--- src/rtl/ps2_host_tx.sv ---
// ps2_host_tx: PS/2 host-to-device command transmitter (define PS2_TX_RETRY_EN for one automatic retry per command)
module ps2_host_tx #(
    parameter int INHIBIT_CYCLES = 6000,
    parameter int TIMEOUT_CYCLES = 750000
) (
    input  logic       CLOCK_50,
    input  logic       reset,
    input  logic       send,
    input  logic [7:0] cmd,
    output logic       ready,
    output logic       done,
    output logic       error,
    input  logic       ps2_clk_in,
    input  logic       ps2_dat_in,
    output logic       ps2_clk_oe,
    output logic       ps2_dat_oe
);
    localparam int MAXC = (INHIBIT_CYCLES > TIMEOUT_CYCLES) ? INHIBIT_CYCLES : TIMEOUT_CYCLES;
    localparam int CW = $clog2(MAXC + 1);
    localparam logic [CW-1:0] INH_LAST = CW'(INHIBIT_CYCLES - 1);
    localparam logic [CW-1:0] TO_LAST = CW'(TIMEOUT_CYCLES - 1);

    typedef enum logic [2:0] {IDLE, INHIBIT, RTS, XFER, ACK, WAITIDLE, FINISH} state_t;

    state_t        r_state, w_state;
    logic [CW-1:0] r_cnt, w_cnt;
    logic [3:0]    r_bit, w_bit;
    logic [7:0]    r_cmd, w_cmd;
    logic          r_par, w_par;
    logic          r_clk_oe, w_clk_oe;
    logic          r_dat_oe, w_dat_oe;
    logic          r_done, w_done;
    logic          r_error, w_error;
    logic [1:0]    r_clk_sync, r_dat_sync;
    logic          r_clk_prev;
    logic          w_fall, w_fail;
`ifdef PS2_TX_RETRY_EN
    logic          r_retry, w_retry;
`endif

    assign w_fall     = r_clk_prev & ~r_clk_sync[1];
    assign ready      = (r_state == IDLE);
    assign done       = r_done;
    assign error      = r_error;
    assign ps2_clk_oe = r_clk_oe;
    assign ps2_dat_oe = r_dat_oe;

    // two-flop synchronizers on the raw lines plus clock history for falling-edge detection
    always_ff @(posedge CLOCK_50 or negedge reset) begin
        if (!reset) begin
            r_clk_sync <= 2'b11;
            r_dat_sync <= 2'b11;
            r_clk_prev <= 1'b1;
        end else begin
            r_clk_sync <= {r_clk_sync[0], ps2_clk_in};
            r_dat_sync <= {r_dat_sync[0], ps2_dat_in};
            r_clk_prev <= r_clk_sync[1];
        end
    end

    // state, shared inhibit/watchdog counter, frame data and registered outputs
    always_ff @(posedge CLOCK_50 or negedge reset) begin
        if (!reset) begin
            r_state  <= IDLE;
            r_cnt    <= '0;
            r_bit    <= '0;
            r_cmd    <= '0;
            r_par    <= 1'b0;
            r_clk_oe <= 1'b0;
            r_dat_oe <= 1'b0;
            r_done   <= 1'b0;
            r_error  <= 1'b0;
`ifdef PS2_TX_RETRY_EN
            r_retry  <= 1'b0;
`endif
        end else begin
            r_state  <= w_state;
            r_cnt    <= w_cnt;
            r_bit    <= w_bit;
            r_cmd    <= w_cmd;
            r_par    <= w_par;
            r_clk_oe <= w_clk_oe;
            r_dat_oe <= w_dat_oe;
            r_done   <= w_done;
            r_error  <= w_error;
`ifdef PS2_TX_RETRY_EN
            r_retry  <= w_retry;
`endif
        end
    end

    // next-state, line drive and failure handling
    always_comb begin
        w_state  = r_state;
        w_cnt    = r_cnt;
        w_bit    = r_bit;
        w_cmd    = r_cmd;
        w_par    = r_par;
        w_clk_oe = r_clk_oe;
        w_dat_oe = r_dat_oe;
        w_done   = 1'b0;
        w_error  = 1'b0;
        w_fail   = 1'b0;
`ifdef PS2_TX_RETRY_EN
        w_retry  = r_retry;
`endif
        case (r_state)
            IDLE: begin
                w_clk_oe = 1'b0;
                w_dat_oe = 1'b0;
                if (send) begin
                    w_cmd    = cmd;
                    w_par    = ~^cmd;
                    w_cnt    = '0;
                    w_clk_oe = 1'b1;
                    w_state  = INHIBIT;
`ifdef PS2_TX_RETRY_EN
                    w_retry  = 1'b0;
`endif
                end
            end
            INHIBIT: begin
                if (r_cnt == INH_LAST) begin
                    w_state  = RTS;
                    w_clk_oe = 1'b0;
                    w_dat_oe = 1'b1;
                    w_cnt    = '0;
                end else begin
                    w_cnt = r_cnt + 1'b1;
                end
            end
            RTS: begin
                w_state = XFER;
                w_bit   = '0;
                w_cnt   = '0;
            end
            XFER: begin
                if (w_fall) begin
                    w_bit    = r_bit + 4'd1;
                    w_dat_oe = (r_bit < 4'd8) ? ~r_cmd[r_bit[2:0]] : (r_bit == 4'd8) ? ~r_par : 1'b0;
                    w_state  = (r_bit == 4'd9) ? ACK : XFER;
                end
            end
            ACK: begin
                if (w_fall) begin
                    w_fail  = r_dat_sync[1];
                    w_state = r_dat_sync[1] ? ACK : WAITIDLE;
                end
            end
            WAITIDLE: w_state = (r_clk_sync[1] & r_dat_sync[1]) ? FINISH : WAITIDLE;
            FINISH: begin
                w_done  = 1'b1;
                w_state = IDLE;
            end
            default: w_state = IDLE;
        endcase
        if (r_state == XFER || r_state == ACK || r_state == WAITIDLE) begin
            w_cnt  = w_fall ? '0 : r_cnt + 1'b1;
            w_fail = w_fail | (~w_fall & (r_cnt == TO_LAST));
        end
        if (w_fail) begin
            w_dat_oe = 1'b0;
`ifdef PS2_TX_RETRY_EN
            w_retry  = 1'b1;
            w_error  = r_retry;
            w_state  = r_retry ? IDLE : INHIBIT;
            w_clk_oe = ~r_retry;
            w_cnt    = '0;
`else
            w_error  = 1'b1;
            w_state  = IDLE;
            w_clk_oe = 1'b0;
`endif
        end
    end
endmodule

--- config.mk ---
export PLATFORM = sky130hd
export DESIGN_NAME = ps2_host_tx
export DESIGN_NICKNAME = d
export VERILOG_FILES = /design/src/rtl/ps2_host_tx.sv
export SDC_FILE = /design/constraint.sdc
export NUM_CORES = 1
export LEC_CHECK = 0
export BUFFER_PORTS_ARGS = -buffer_cell sky130_fd_sc_hd__buf_2
export CORE_UTILIZATION = 64
export CTS_CLUSTER_DIAMETER = 60
export DETAILED_ROUTE_END_ITERATION = 16
export PLACE_DENSITY = 0.84
export SLEW_MARGIN = 20
export SYNTH_ARGS = -nofsm -noshare
export SYNTH_HDL_FRONTEND = slang
export SYNTH_SLANG_ARGS = --single-unit
--- constraint.sdc ---
create_clock -name CLOCK_50 -period 3.26 [get_ports CLOCK_50]
set_input_delay 0.489 -clock CLOCK_50 [delete_from_list [all_inputs] [get_ports CLOCK_50]]
set_output_delay 0.489 -clock CLOCK_50 [all_outputs]
set_load 0.1 [all_outputs]
==> results of run 1 <==
## logic make-up after synthesis
group           share of synthesized area
compound gates                      0.109
xor+xnor                           0.0810
fa+ha+maj                          0.0210
buf+inv                            0.0179
flops                               0.476
mux                                0.0615
simple gates                        0.234
## path summary, 6_finish.rpt
check | from | endpoint | slack (ps) | cells after the start
setup / recovery | r_cnt[0] | r_cnt[10] | 910 | 6
hold / removal | reset | r_bit[0] | 170 | 1
setup reg to reg | r_cnt[0] | r_cnt[10] | 910 | 6
hold reg to reg | r_dat_sync[0] | r_dat_sync[1] | 360 | 0
max in group asynchronous | reset | r_cnt[11] | 2600 | 2
min in group CLOCK_50 | ps2_clk_in | r_clk_sync[0] | 280 | 1
## flip-flops by register name, summed over array words and instances (netlist names)
register    flops
done            1
r_state         3
r_cnt          20
r_cmd           8
r_clk_sync      2
ps2_dat_oe      1
r_dat_sync      2
error           1
r_bit           4
r_clk_prev      1
ps2_clk_oe      1
r_par           1
## cell type report
type	instances	area (um^2)	area share
Inverter	5	18.8	0.00713
Multi-Input combinational cell	179	1210	0.460
Timing Repair Buffer	18	113	0.0428
Tap cell	46	57.6	0.0219
Clock inverter	1	5.00	0.00190
Sequential cell	45	1130	0.430
Clock buffer	7	96.3	0.0366
## metrics by stage
step / util / area, um^2 / power, mW / worst slack, ps
5_1_grt: 0.765 / 2630 / 2.10 / 740
4_1_cts: 0.757 / 2610 / 1.96 / 919
2_1_floorplan: - / 2380 / 1.43 / 321
6_report: 0.765 / 2630 / 1.96 / 908
3_5_place_dp: 0.727 / 2500 / 1.59 / 972
3_3_place_gp: 0.727 / 2500 / 1.57 / 1030
## synth_stat cells (2+ instances only)
master    instances
a21o_1            2
inv_1             5
dfrtp_1          40
clkbuf_1          4
and3_1            2
nor2_1           31
o22ai_1           2
nand3_1           9
nand4b_1          2
nor2b_1           2
nand3b_1          2
or3_1             4
or2_1             2
ha_1              4
mux2_2            9
xor2_1            9
nand4_1           5
and2_1            2
or4_1             2
xnor2_1          13
nand2b_1          4
o21ai_0          12
dfstp_2           5
a21oi_1          12
nor3_1            7
nand2_1          16
o21a_1            2
mux4_2            2
## critical path: stages (launching register included)
cell and delay [ps]:
dfrtp_1 400, ha_1 250, nand4bb_1 190, nor4b_4 360, a211oi_2 220, nor3b_4 670, nor2_1 120
## layer usage
metal	vias up	part of all wire	routed length, um
li1	877	-	-
met4	0	0.0098	45
met3	4	0.051	234
met2	48	0.46	2100
met1	880	0.48	2200
met5	-	0	0
## power by group
group / internal [mW] / switching, mW / leakage (nW)
Sequential: 0.683 / 0.140 / 0.578
Combinational: 0.308 / 0.462 / 0.480
Clock: 0.191 / 0.179 / 0.0542
==> results.json, run 1 <==
{
  "worstSetupEndpointType": "flip-flop",
  "dpl.cell_count": 292,
  "areaGrowthSynthToFinish_pct": 10.6,
  "maxSlewHeadroom": 0.517,
  "fillers": 246,
  "synth_nets": 252,
  "grt_util_met1": 0.380,
  "cp.arrival_ps": 2510,
  "final_cell_mix": "dfrtp_1, nor2_1, buf_2",
  "fin_nets": 271,
  "fin_skew_ps": 4.03,
  "period_minus_slack_ps": 2350,
  "yosysSeqAreaShare": 0.476,
  "numCtsBuffers": 5,
  "fin_cells": 301,
  "vias": 1809,
  "drc_errors": 0,
  "critPathMaxFanout": 18,
  "layout_commonest_cell": "dfrtp_1",
  "ant_nets": 0,
  "fin_hold_ws_ps": 174,
  "diodes": 0,
  "hold_path_class": "in -> async",
  "yosysWarnings": 0,
  "cts_buffer_depth": 2,
  "synth_top_area_cell": "dfrtp_1",
  "firstDrtPassIters": 4,
  "grt_max_degree": 46,
  "period_share": 0.721,
  "ys_ff_latch": 45,
  "drive_above_1_share": 0.200,
  "drt_iter0_drc": 120,
  "path_clk_slew_ps": 80,
  "setup_viol_count_final": 0,
  "p_leak_nw": 1.11,
  "hold_viol": 0,
  "vdd_drop_max_mv": 0.515,
  "initial_core_util": 0.691,
  "synth_area_leaders": "dfrtp_1, dfstp_2, nor2_1",
  "cts_max_level": 2,
  "synthArstFlopShare": 1.00,
  "synth_cell_types": 52,
  "grt_pass1_vias": 1748,
  "die_area_mm2": 0.00397,
  "netlist_area_mm2": 0.00238,
  "p_per_area_mw_per_mm2": 746,
  "grt-ovfl-total": 0,
  "core_mm2": 0.00344,
  "max_freq_mhz": 425,
  "fin_tns_setup_ps": 0,
  "grtUsageTotal": 0.270,
  "postCtsHoldBufs": 0,
  "port-buffer-count": 17,
  "routed_via_density": 6.01,
  "synth_cells": 235,
  "status": "completed",
  "avgSynthCellArea_um2": 10.1,
  "drv_cap": 0,
  "tightest_slew_ps": 723,
  "met3_usage": 0.0566,
  "grt_pass1_wl_mm": 8.15,
  "clock-sinks": 45,
  "synthDominantCellAreaShare": 0.421,
  "dieHeight_um": 63.0,
  "rsz0062_at_grt": "false",
  "wire_per_inst_um": 15.2,
  "root_buffer": "clkbuf_8",
  "rows": 21,
  "post_cts_resized": 0,
  "drv_slew": 0,
  "cts_tree": "yes",
  "dp_hpwl_mm": 3.17,
  "routed_wl_mm": 4.58,
  "synth_edf_count": 0,
  "gp_congestion": 0.824,
  "post-cts-setup-buffers": 0,
  "grt_antenna_before_repair": 0,
  "cp-start-kind": "flip-flop",
  "grt_busiest_layer": "met2",
  "use_met2": 0.406,
  "required_ps": 3420,
  "setup.worst_path.class": "reg -> reg",
  "clock_latency_ps": 300,
  "io-pin-count": 18,
  "ys.flop_type": "dfrtp_1",
  "die_w_um": 63.0
}
Power figures use the tool's default switching activity.
==> run 2, diff against run 1 <==
--- a/config.mk
+++ b/config.mk
@@ -5,11 +5,12 @@
 export SDC_FILE = /design/constraint.sdc
 export NUM_CORES = 1
 export LEC_CHECK = 0
+export ABC_AREA = 1
 export BUFFER_PORTS_ARGS = -buffer_cell sky130_fd_sc_hd__buf_2
-export CORE_UTILIZATION = 64
+export CORE_UTILIZATION = 60
 export CTS_CLUSTER_DIAMETER = 60
 export DETAILED_ROUTE_END_ITERATION = 16
-export PLACE_DENSITY = 0.84
+export PLACE_DENSITY = 0.79
 export SLEW_MARGIN = 20
 export SYNTH_ARGS = -nofsm -noshare
 export SYNTH_HDL_FRONTEND = slang
==> constraint.sdc (replaced) <==
create_clock -name CLOCK_50 -period 2.2 [get_ports CLOCK_50]
set_input_delay 0.33 -clock CLOCK_50 [delete_from_list [all_inputs] [get_ports CLOCK_50]]
set_output_delay 0.33 -clock CLOCK_50 [all_outputs]
set_load 0.1 [all_outputs]
==> results.json, run 2 <==
{
  "status": "completed",
  "period_minus_slack_ps": 1940,
  "final_cell_mix": "nand2_1, nor2_1, inv_1",
  "vias": 2227,
  "cp.arrival_ps": 1610,
  "initial_core_util": 0.642,
  "placed_area_mm2": 0.00277,
  "netlist_area_mm2": 0.00264,
  "synth_nets": 353,
  "clock_latency_ps": 290,
  "synth_cell_types": 29,
  "setup.worst_path.class": "reg -> out",
  "fin_nets": 376,
  "drive_above_1_share": 0.167,
  "fin_hold_ws_ps": 111,
  "fin_cells": 410,
  "worst_slack_ps": 263,
  "worstPathCellList": "inv_2 -> nand2_4 -> nor2_4 -> buf_2",
  "routed_via_density": 5.43,
  "synthDominantCellAreaShare": 0.379,
  "postCtsHoldBufs": 0,
  "drv_slew": 0,
  "yosysWarnings": 0,
  "wire_per_inst_um": 13.6,
  "fillers": 349,
  "ys_ff_latch": 45,
  "grt_pass1_vias": 2150,
  "cts_tree": "yes",
  "cts_max_level": 2,
  "period_share": 0.880,
  "synthArstFlopShare": 1.00,
  "detailedPlace.worstSlack_ps": 435,
  "die_w_um": 68.4,
  "stdcell_area_mm2": 0.00286,
  "required_ps": 1870,
  "drc_errors": 0,
  "hold_path_class": "in -> async",
  "fin_tns_setup_ps": 0,
  "synth_edf_count": 0,
  "top_regs": "r_cnt x20, r_cmd x8, r_bit x4",
  "root_buffer": "clkbuf_8",
  "dpl.cell_count": 402,
  "path_clk_slew_ps": 80,
  "final_core_util": 0.694,
  "routed_wl_mm": 5.59,
  "gp_congestion": 0.918,
  "synthTopCellsByCount": "nand2_1, nor2_1, inv_1",
  "setup_viol_count_final": 0,
  "yosysSeqAreaShare": 0.429,
  "synth_top_area_cell": "dfrtp_1",
  "post_cts_resized": 0,
  "core_mm2": 0.00412,
  "regMostFlops": "r_cnt",
  "p_leak_nw": 1.46,
  "grt-ovfl-total": 0,
  "max_freq_mhz": 516,
  "ys.flop_type": "dfrtp_1",
  "avgSynthCellArea_um2": 7.86,
  "grt_pass1_wl_mm": 9.56,
  "ant_nets": 0,
  "layout_commonest_cell": "nand2_1",
  "drt_iter0_drc": 174,
  "synthMostInstantiatedCell": "nand2_1",
  "grt_antenna_before_repair": 0,
  "clock-sinks": 45,
  "numCtsBuffers": 5,
  "post-cts-setup-buffers": 0,
  "p_per_area_mw_per_mm2": 979,
  "firstDrtPassIters": 4,
  "cpPeakStageDelay_ps": 460,
  "critPathMaxFanout": 7,
  "largest_reg_flops": 20,
  "cp-start-kind": "flip-flop",
  "grtUsageTotal": 0.282,
  "areaGrowthSynthToFinish_pct": 8.15,
  "cts_buffer_depth": 2,
  "rsz0062_at_grt": "false",
  "tightest_slew_ps": 564,
  "power_mw": 2.80,
  "drv_cap": 0,
  "die_area_mm2": 0.00467,
  "dieHeight_um": 68.4,
  "slowest_stage": "dfrtp_1",
  "diodes": 0,
  "dp_hpwl_mm": 4.26,
  "io-pin-count": 18,
  "maxSlewHeadroom": 0.624,
  "rows": 23,
  "fin_skew_ps": 3.82,
  "hold_viol": 0,
  "grt_max_degree": 46,
  "synth_area_leaders": "dfrtp_1, nand2_1, nand3_1",
  "port-buffer-count": 17,
  "vdd_drop_max_mv": 0.796,
  "synth_cells": 336,
  "worstSetupEndpointType": "output port"
}
run 2: final timing paths:
| kind | start | slack [ps] | end | cells past startpoint |
|---|---|---|---|---|
| setup / recovery | r_state[0] | 260 | ready | 4 |
| hold / removal | reset | 110 | r_cnt[7] | 2 |
| setup reg to reg | r_state[0] | 430 | r_cnt[12] | 9 |
| hold reg to reg | r_dat_sync[0] | 370 | r_dat_sync[1] | 0 |
| max in group asynchronous | reset | 1710 | r_clk_prev | 2 |
| min in group CLOCK_50 | ps2_clk_in | 130 | r_clk_sync[0] | 1 |
run 2: logic make-up (layout without fill, tap and decap cells):
family | after synthesis | after routing | share of synthesized area
AO/OA/AOI/OAI | 20 | 20 | 0.0398
XOR/XNOR | 14 | 14 | 0.0464
AND/OR/NAND/NOR | 194 | 194 | 0.350
flip-flops | 45 | 45 | 0.429
buffers and inverters | 50 | 74 | 0.0782
multiplexers | 9 | 9 | 0.0384
adder cells (fa/ha/maj) | 4 | 4 | 0.0189
run 2: layout make-up:
cell class / instances / area [um^2] / area share
clock inverter: 2 / 10.0 / 0.00350
tap: 50 / 62.6 / 0.0219
clock buffer: 6 / 72.6 / 0.0254
sequential: 45 / 1130 / 0.396
inverter: 47 / 176 / 0.0618
timing repair buffer: 19 / 100 / 0.0350
multi-input combinational: 241 / 1300 / 0.456
run 2: report_power, final:
group	internal, mW	switching, mW	leakage, nW
Combinational	0.357	0.827	0.829
Sequential	0.990	0.133	0.581
Clock	0.220	0.270	0.0450
run 2: critical path, delay by kind of cell, from the launching register on:
family | cells | cell delay, ps
buffers and inverters | 2 | 630
flip-flops | 1 | 460
AND/OR/NAND/NOR | 2 | 210
run 2: routing by layer:
layer  track usage  share of wire  wire, um
met1         0.339           0.45      2490
met2         0.493           0.50      2780
met3        0.0517          0.034       189
met4         0.115          0.023       130
met5             0              0         0
